==> src/rtl/mem_wb_data_access_unit.sv <==
// mem_wb_data_access_unit
//   Consumer end of the EX/MEM data path. Pass ops go straight to writeback
//   one cycle later; load byte / store byte / load pair run byte-wide
//   req/ack transactions against data memory while stalling the pipeline.
//   A watchdog aborts accesses that never see mem_ack and sets a sticky
//   mem_err flag.
//
// Ports
//   clock, reset          rising-edge clock, synchronous active-high reset
//   ex_valid/ex_op        EX/MEM entry valid, op (00 pass, 01 ldb, 10 stb, 11 ldp)
//   ex_data_top/bot       pass: writeback bytes; memory ops: address[15:8]/[7:0]
//   ex_store_data         store byte
//   stall                 high while an access is in flight
//   mem_req/we/addr/wdata memory request channel, held stable until mem_ack
//   mem_rdata/mem_ack     memory response, rdata sampled with ack
//   wb_valid/wb_data_*    one-cycle writeback pulse and its bytes (held after)
//   mem_err               sticky watchdog-abort flag
module mem_wb_data_access_unit #(
   parameter int TIMEOUT_CYCLES = 255,
   parameter int TIMEOUT_W      = 8
) (
   input  logic        clock,
   input  logic        reset,
   input  logic        ex_valid,
   input  logic [1:0]  ex_op,
   input  logic [7:0]  ex_data_top,
   input  logic [7:0]  ex_data_bot,
   input  logic [7:0]  ex_store_data,
   output logic        stall,
   output logic        mem_req,
   output logic        mem_we,
   output logic [15:0] mem_addr,
   output logic [7:0]  mem_wdata,
   input  logic [7:0]  mem_rdata,
   input  logic        mem_ack,
   output logic        wb_valid,
   output logic [7:0]  wb_data_top,
   output logic [7:0]  wb_data_bot,
   output logic        mem_err
);

   localparam logic [1:0] OP_PASS = 2'b00;
   localparam logic [1:0] OP_LDB  = 2'b01;
   localparam logic [1:0] OP_STB  = 2'b10;
   localparam logic [1:0] OP_LDP  = 2'b11;

   // The watchdog fires on the edge that would take the count to
   // TIMEOUT_CYCLES, so the request is high for exactly TIMEOUT_CYCLES cycles.
   localparam bit                   WDOG_EN   = (TIMEOUT_CYCLES != 0);
   localparam int                   LAST_I    = WDOG_EN ? TIMEOUT_CYCLES - 1 : 0;
   localparam logic [TIMEOUT_W-1:0] WDOG_LAST = TIMEOUT_W'(LAST_I);

   typedef enum logic [1:0] {S_IDLE = 2'd0, S_ACCESS = 2'd1, S_GAP = 2'd2} state_e;

   state_e               state_q, state_d;
   logic [1:0]           op_q, op_d;
   logic                 beat_q, beat_d;        // 1 = second beat of a load pair
   logic [7:0]           lo_q, lo_d;            // load pair low byte, kept until wb
   logic [TIMEOUT_W-1:0] wdog_q, wdog_d;
   logic                 stall_q, stall_d;
   logic                 mem_req_q, mem_req_d;
   logic                 mem_we_q, mem_we_d;
   logic [15:0]          mem_addr_q, mem_addr_d;
   logic [7:0]           mem_wdata_q, mem_wdata_d;
   logic                 wb_valid_q, wb_valid_d;
   logic [7:0]           wb_top_q, wb_top_d;
   logic [7:0]           wb_bot_q, wb_bot_d;
   logic                 mem_err_q, mem_err_d;

   logic accept, ack_hit, wdog_hit;

   always_comb begin
      accept   = (state_q == S_IDLE) && ex_valid;
      // mem_req is high exactly in ACCESS, so acks outside it are ignored.
      ack_hit  = (state_q == S_ACCESS) && mem_ack;
      // Ack on the last allowed cycle wins over the timeout.
      wdog_hit = WDOG_EN && (state_q == S_ACCESS) && !mem_ack && (wdog_q == WDOG_LAST);
   end

   // State register
   always_ff @(posedge clock) begin
      if (reset) state_q <= S_IDLE;
      else       state_q <= state_d;
   end

   // Next state
   always_comb begin
      state_d = state_q;
      case (state_q)
         S_IDLE: begin
            if (accept && ex_op != OP_PASS) state_d = S_ACCESS;
         end
         S_ACCESS: begin
            if (ack_hit)       state_d = (op_q == OP_LDP && !beat_q) ? S_GAP : S_IDLE;
            else if (wdog_hit) state_d = S_IDLE;
         end
         S_GAP:   state_d = S_ACCESS;
         default: state_d = S_IDLE;
      endcase
   end

   // Outputs and datapath (all registered)
   always_comb begin
      op_d        = op_q;
      beat_d      = beat_q;
      lo_d        = lo_q;
      wdog_d      = wdog_q;
      mem_we_d    = mem_we_q;
      mem_addr_d  = mem_addr_q;
      mem_wdata_d = mem_wdata_q;
      wb_valid_d  = 1'b0;
      wb_top_d    = wb_top_q;
      wb_bot_d    = wb_bot_q;
      mem_err_d   = mem_err_q;
      mem_req_d   = (state_d == S_ACCESS);
      stall_d     = (state_d != S_IDLE);

      case (state_q)
         S_IDLE: begin
            if (accept) begin
               if (ex_op == OP_PASS) begin
                  wb_valid_d = 1'b1;
                  wb_top_d   = ex_data_top;
                  wb_bot_d   = ex_data_bot;
               end else begin
                  op_d        = ex_op;
                  beat_d      = 1'b0;
                  lo_d        = 8'h00;
                  wdog_d      = '0;
                  mem_we_d    = (ex_op == OP_STB);
                  mem_addr_d  = {ex_data_top, ex_data_bot};
                  mem_wdata_d = ex_store_data;
               end
            end
         end
         S_ACCESS: begin
            if (ack_hit) begin
               if (op_q == OP_LDB) begin
                  wb_valid_d = 1'b1;
                  wb_top_d   = 8'h00;
                  wb_bot_d   = mem_rdata;
               end else if (op_q == OP_LDP) begin
                  if (!beat_q) begin
                     lo_d   = mem_rdata;
                     beat_d = 1'b1;
                  end else begin
                     wb_valid_d = 1'b1;
                     wb_top_d   = mem_rdata;
                     wb_bot_d   = lo_q;
                  end
               end
            end else if (wdog_hit) begin
               mem_err_d = 1'b1;
               // Loads still complete; bytes never returned read as zero.
               if (op_q != OP_STB) begin
                  wb_valid_d = 1'b1;
                  wb_top_d   = 8'h00;
                  wb_bot_d   = (op_q == OP_LDP && beat_q) ? lo_q : 8'h00;
               end
            end else begin
               wdog_d = wdog_q + 1'b1;
            end
         end
         S_GAP: begin
            // Second beat of the pair; 16-bit wrap is intended.
            mem_addr_d = mem_addr_q + 16'd1;
            wdog_d     = '0;
         end
         default: ;
      endcase
   end

   always_ff @(posedge clock) begin
      if (reset) begin
         op_q        <= '0;
         beat_q      <= 1'b0;
         lo_q        <= '0;
         wdog_q      <= '0;
         stall_q     <= 1'b0;
         mem_req_q   <= 1'b0;
         mem_we_q    <= 1'b0;
         mem_addr_q  <= '0;
         mem_wdata_q <= '0;
         wb_valid_q  <= 1'b0;
         wb_top_q    <= '0;
         wb_bot_q    <= '0;
         mem_err_q   <= 1'b0;
      end else begin
         op_q        <= op_d;
         beat_q      <= beat_d;
         lo_q        <= lo_d;
         wdog_q      <= wdog_d;
         stall_q     <= stall_d;
         mem_req_q   <= mem_req_d;
         mem_we_q    <= mem_we_d;
         mem_addr_q  <= mem_addr_d;
         mem_wdata_q <= mem_wdata_d;
         wb_valid_q  <= wb_valid_d;
         wb_top_q    <= wb_top_d;
         wb_bot_q    <= wb_bot_d;
         mem_err_q   <= mem_err_d;
      end
   end

   assign stall       = stall_q;
   assign mem_req     = mem_req_q;
   assign mem_we      = mem_we_q;
   assign mem_addr    = mem_addr_q;
   assign mem_wdata   = mem_wdata_q;
   assign wb_valid    = wb_valid_q;
   assign wb_data_top = wb_top_q;
   assign wb_data_bot = wb_bot_q;
   assign mem_err     = mem_err_q;

endmodule

==> config.mk <==
export PLATFORM = sky130hd
export DESIGN_NAME = mem_wb_data_access_unit
export DESIGN_NICKNAME = d
export VERILOG_FILES = /design/src/rtl/mem_wb_data_access_unit.sv
export SDC_FILE = /design/constraint.sdc
export NUM_CORES = 1
export LEC_CHECK = 0
export ABC_AREA = 0
export CAP_MARGIN = 10
export CORE_MARGIN = 2
export CORE_UTILIZATION = 55
export DETAILED_ROUTE_END_ITERATION = 6
export DONT_BUFFER_PORTS = 1
export GPL_TIMING_DRIVEN = 0
export PLACE_DENSITY_LB_ADDON = 0.2
export SLEW_MARGIN = 40
export SYNTH_ARGS = -nofsm -noshare
export SYNTH_HDL_FRONTEND = slang
export SYNTH_SLANG_ARGS = --single-unit
export TNS_END_PERCENT = 30
==> constraint.sdc <==
create_clock -name clock -period 1.8 [get_ports clock]
set_input_delay 0.27 -clock clock [delete_from_list [all_inputs] [get_ports clock]]
set_output_delay 0.27 -clock clock [all_outputs]
set_load 0.1 [all_outputs]
==> run summary, run 1 <==
run status = complete, no violations
peak supply drop = 0.713 mV
HP Start = ex_op[0]
max_cap viols = 0
EDFF count, synth = 0
commonest non-fill, non-tap cell in the layout = nand2_1
worst-path fanout max = 6
max-slew violations = 0
Worst slew margin = 0.584
cells on worst reg2reg path = 6
Worst Hold Class = in -> reg
Antenna Violating Nets Remaining = 0
Max clock buf depth = 2
Worst Path Required = 2.01 ns
syn_nets = 408
post-route insts no fill = 462
worst clock skew = 0.00860 ns
placed insts = 439
Ports = 83
Port Buffers = 0
root buffer cell = clkbuf_8
Setup WS post-layout = 0.00745 ns
Crit Path Class = reg -> reg
GP Congestion = 0.907
DRC = 0
clock sink count = 66
Hold Path End = mem_we
1st-iter DRT viols = 360
Worst Hold Margin = 0.000217 ns
Yosys warning total = 0
mapped cell area = 0.00318 mm²
drt via density = 6.90
RSZ-0062 raised after global routing = yes
CP Data Arrival Time = 2.00 ns
largest net degree at the start of global routing = 12
power per cell area = 1070 mW/mm²
CP startpoint kind = register
worst hold path depth = 1
total track usage = 0.298
synth-to-layout area growth = 18.1%
Final Critical Period = 1.79 ns
reg2reg start = mem_addr[0]
ant diodes = 0
Starting Density = 0.574
Layout Nets = 426
Synth Instances = 367
Synth Flop Type = dfxtp_1
Slew @ Worst Pin = 0.624 ns
reg2reg setup slack = 0.007 ns
endpoints failing hold = 0
final instance area = 0.00376 mm²
Setup WS pre-CTS = -0.205 ns
Clock Pin Slew Worst Setup and Hold Paths = 0.07 ns
post-detail-place hpwl = 6.82 mm
Syn Area/Cell = 8.67 µm²
crit share post-route = 0.996
CTS tree = built
most frequent cells in the layout = 38 x nand2_1, 36 x a21oi_1, 35 x dfxtp_2
vias in the first global route = 2923
Congestion Overflow GR = 0
register area share after synthesis = 0.415
post-DR wirelength/cell = 20.6 µm
endpoints failing setup = 0
FMAX = 558 MHz
crit path capture type = register
die width = 80.1 µm
Placed Area = 0.00334 mm²
routed vias = 3186
worst-skew pair later-pin latency = 0.35 ns
first-pass GRT wire length = 14.7 mm
leakage power = 0.00127 µW
cts hold-fix bufs = 0
DRT Wirelength = 9.53 mm
R2R Path End = mem_addr[14]
core area = 0.00554 mm²
Layout fillers = 450
Post-synth ARST share = 0
synthesis-stage register bit count = 66
Yosys cell types = 57
H-tree levels = 3
initial antenna violation count = 0
CTS Buf Count = 9
First-pass DRT Iterations = 7
die area = 0.00641 mm²
share of layout cells above drive strength 1 = 0.279
Rows = 27
Die Span Y = 80.1 µm
## timing repair
| item | in CTS | in global routing |
|---|---|---|
| gates resized for setup | 20 | 29 |
| endpoints found under the setup margin | 38 | 47 |
| pin swaps | 2 | 10 |
| buffers inserted | 1 | 7 |
## final cells by class
cell class              count  area [µm²]  area share
repair buffers              8        60.1      0.0160
clock inverters             6        81.3      0.0216
well taps                  72        90.1      0.0240
plain buffers              24         133      0.0353
flip-flops and latches     66        1410       0.375
clock buffers              10         128      0.0340
inverters                   6        22.5     0.00599
multi-input cells         270        1830       0.488
## synth_stat cells (7+ instances only)
cell type  instances  area share
dfxtp_1           66        0.42
nand2_1           39       0.046
a21oi_1           36       0.057
a31oi_1           21       0.041
a211oi_1          17       0.040
nand3_1           15       0.024
nand4_1           15       0.029
a22oi_1           13       0.031
clkbuf_1          12       0.014
buf_2             10       0.016
a222oi_1           9       0.028
o21ai_0            9       0.014
o211ai_1           8       0.019
nor2_1             7      0.0083
## layer usage
metal	wire length, µm	vias up	global-route usage
met3	1110	26	0.108
met5	0	-	0
li1	-	1469	-
met4	173	0	0.100
met1	3770	1514	0.359
met2	4480	177	0.491
## kinds of logic after synthesis
logic type	synth area share
xor gates and xnor gates	0.0110
muxes	0.00944
AOI/OAI and AO/OA	0.309
and+or+nand+nor	0.201
DFF	0.415
buffers and inverters	0.0421
adders and majority gates	0.0118
## power breakdown
part	internal, µW	switching (µW)
clock network	771	589
registers	1560	636
logic	181	269
total	2510	1490
## through the flow
step,TNS (ns),util,power [µW]
floorplan,0,-,2500
global placement,-1.81,0.596,2590
detailed placement,-3.22,0.603,2620
CTS,-0.0184,0.654,3960
global route,-0.164,0.678,4130
finish,0,0.678,4000
## worst max path at each step
stage / startpoint / end / cells after the start
2_1_floorplan: mem_addr[1] / mem_addr[14] / 5
3_3_place_gp: mem_addr[0] / mem_addr[14] / 5
3_5_place_dp: wdog_q[0] / wb_data_bot[1] / 7
4_1_cts: state_q[1] / wb_data_bot[4] / 5
5_1_grt: mem_addr[9] / mem_addr[13] / 3
6_report: mem_addr[0] / mem_addr[14] / 6
## sequential cells by signal (all words and copies together), names as in the netlist, 2 cells and up
name and flops:
wdog_q 8, state_q 2, op_q 2, mem_wdata 8, lo_q 8, wb_data_bot 8, wb_data_top 8, mem_addr 16
## worst max-delay path, cell delays in order (launching register included)
cell	delay [ns]
dfxtp_4	0.58
ha_4	0.21
and4_4	0.26
nand4_1	0.13
buf_4	0.21
o211ai_1	0.16
a31oi_1	0.10
(Power assumes the default switching activity.)
==> run 2, diff against run 1 <==
GPL_TIMING_DRIVEN = 1   (was 0)
==> run summary, run 2 (synthesis gave the netlist of run 1 again) <==
run status = complete, no violations (unchanged)
Congestion Overflow GR = 0 (unchanged)
R2R Path End = wb_data_bot[5] (was mem_addr[14])
worst hold path depth = 1 (unchanged)
cells on worst reg2reg path = 6 (unchanged)
DRC = 0 (unchanged)
FMAX = 575 MHz (was 558 MHz)
endpoints failing hold = 0 (unchanged)
die area = 0.00641 mm² (unchanged)
synth-to-layout area growth = 24.7% (was 18.1%)
setup TNS = 0 ns (unchanged)
worst-path fanout max = 14 (was 6)
Setup WS post-layout = 0.0614 ns (was 0.00745 ns)
CTS Buf Count = 9 (unchanged)
max-slew violations = 0 (unchanged)
First-pass DRT Iterations = 5 (was 7)
worst clock skew = 0.00870 ns (was 0.00860 ns)
most frequent cells in the layout = 61 x buf_4, 51 x dfxtp_1, 38 x nand2_1 (was 38 x nand2_1, 36 x a21oi_1, 35 x dfxtp_2)
peak supply drop = 0.799 mV (was 0.713 mV)
root buffer cell = clkbuf_8 (unchanged)
Worst Path Required = 2.03 ns (was 2.01 ns)
crit share post-route = 0.966 (was 0.996)
Layout Nets = 458 (was 426)
Layout fillers = 457 (was 450)
1st-iter DRT viols = 256 (was 360)
HP Start = reset (was ex_op[0])
post-DR wirelength/cell = 17.8 µm (was 20.6 µm)
worst-skew pair later-pin latency = 0.35 ns (about the same)
reg2reg setup slack = 0.06 ns (was 0.007 ns)
Rows = 27 (unchanged)
die width = 80.1 µm (unchanged)
total track usage = 0.286 (was 0.298)
CP Data Arrival Time = 1.96 ns (was 2.00 ns)
Slew @ Worst Pin = 0.599 ns (was 0.624 ns)
routed vias = 3212 (was 3186)
crit path capture type = register (unchanged)
Seq. cell area = 0.00136 mm² (was 0.00141 mm²)
GRT Max-Usage Layer = met2 (unchanged)
Die Span Y = 80.1 µm (unchanged)
Ports = 83 (unchanged)
post-route insts no fill = 494 (was 462)
placed insts = 476 (was 439)
max_cap viols = 0 (unchanged)
Port Buffers = 0 (unchanged)
CP startpoint kind = register (unchanged)
drt via density = 6.50 (was 6.90)
ant diodes = 0 (unchanged)
max reg flops = 16 (unchanged)
initial antenna violation count = 0 (unchanged)
endpoints failing setup = 0 (unchanged)
Hold Path End = state_q[1] (was mem_we)
share of layout cells above drive strength 1 = 0.256 (was 0.279)
vias in the first global route = 2937 (was 2923)
post-detail-place hpwl = 6.21 mm (was 6.82 mm)
Starting Density = 0.574 (unchanged)
Final Critical Period = 1.74 ns (was 1.79 ns)
Antenna Violating Nets Remaining = 0 (unchanged)
power per cell area = 1070 mW/mm² (about the same)
reg2reg start = state_q[1] (was mem_addr[0])
met2 Usage GRT = 0.443 (was 0.491)
GP Congestion = 0.805 (was 0.907)
RSZ-0062 raised after global routing = no (was yes)
core area = 0.00554 mm² (unchanged)
DRT Wirelength = 8.80 mm (was 9.53 mm)
largest net degree at the start of global routing = 53 (was 12)
commonest non-fill, non-tap cell in the layout = buf_4 (was nand2_1)
fin util = 0.716 (was 0.678)
first-pass GRT wire length = 14.2 mm (was 14.7 mm)
H-tree levels = 3 (unchanged)
CTS tree = built (unchanged)
Max clock buf depth = 2 (unchanged)
met1 track demand over resource = 0.364 (was 0.359)
clock sink count = 66 (unchanged)
Crit Path Class = reg -> reg (unchanged)
multi-input logic area = 0.00175 mm² (was 0.00183 mm²)
# Post-CTS Setup Buffers = 0 (was 1)
Worst Hold Class = in -> reg (unchanged)
GR Layer Usage met3 = 0.0899 (was 0.108)
Setup WS pre-CTS = 0.0424 ns (was -0.205 ns)
leakage power = 0.00148 µW (was 0.00127 µW)
Clock Pin Slew Worst Setup and Hold Paths = 0.08 ns (was 0.07 ns)
Worst slew margin = 0.600 (was 0.584)
-- run 2: changes by cell type in the layout (fill, tap and decap cells not counted), moves of 3 or more --
cell,change
dfxtp_1,+32
dfxtp_2,-26
clkbuf_1,-7
dfxtp_4,-6
nor3b_2,+3
clkbuf_2,-4
buf_4,+51
a211oi_1,+3
clkbuf_4,-4
buf_2,-6
-- run 2: per-stage QoR --
step	hold WS [ns]	power [µW]	instance area (µm²)
final	0.0296	4230	3970
after global routing	0.0107	4390	3970
after CTS	0.0151	4230	3940
after detailed placement	0.344	2700	3670
after global placement	0.340	2680	3670
after floorplan	0.367	2500	3210
-- run 2: critical path: stages (launching register included) --
cell and delay, ns:
dfxtp_1 0.37, buf_4 0.23, nand2b_4 0.17, nor3_2 0.04, buf_4 0.17, a222oi_1 0.49
a211oi_1 0.14
-- run 2: final cells by class --
type | count | share of cell area
repair buffers | 64 | 0.128
multi-input cells | 270 | 0.441
well taps | 72 | 0.0227
clock buffers | 9 | 0.0312
clock inverters | 7 | 0.0296
flip-flops and latches | 66 | 0.341
inverters | 6 | 0.00567
-- run 2: power breakdown --
| group | leakage (µW) | switching (µW) | total (µW) | internal [µW] |
|---|---|---|---|---|
| sequential | 0.000548 | 64.3 | 1610 | 1550 |
| clock | 0.000123 | 608 | 1530 | 919 |
| combinational | 0.000813 | 822 | 1090 | 266 |
| total | 0.00148 | 1490 | 4230 | 2730 |
-- run 2: what timing repair did --
action                                  CTS  global route
resized for setup                         0             6
endpoints found under the setup margin    0            31
hold buffers                              2             0
endpoints found under the hold margin    52             0
-- run 2: per-layer routing --
metal | wire, µm | part of all wire | vias up
met2 | 4050 | 0.46 | 145
met4 | 180 | 0.020 | 0
met1 | 3730 | 0.42 | 1518
li1 | - | - | 1532
met5 | 0 | 0 | -
met3 | 842 | 0.096 | 17
-- run 2: worst max-delay path by stage --
stage,from,end,slack [ns],cells past startpoint
4_1_cts,state_q[0],wb_data_bot[4],0.03,5
6_report,state_q[1],wb_data_bot[5],0.06,6
2_1_floorplan,mem_addr[1],mem_addr[14],0.02,5
5_1_grt,state_q[1],wb_data_bot[7],0.002,6
3_3_place_gp,op_q[0],wb_data_bot[4],0.11,5
3_5_place_dp,state_q[1],wb_data_bot[4],0.04,6
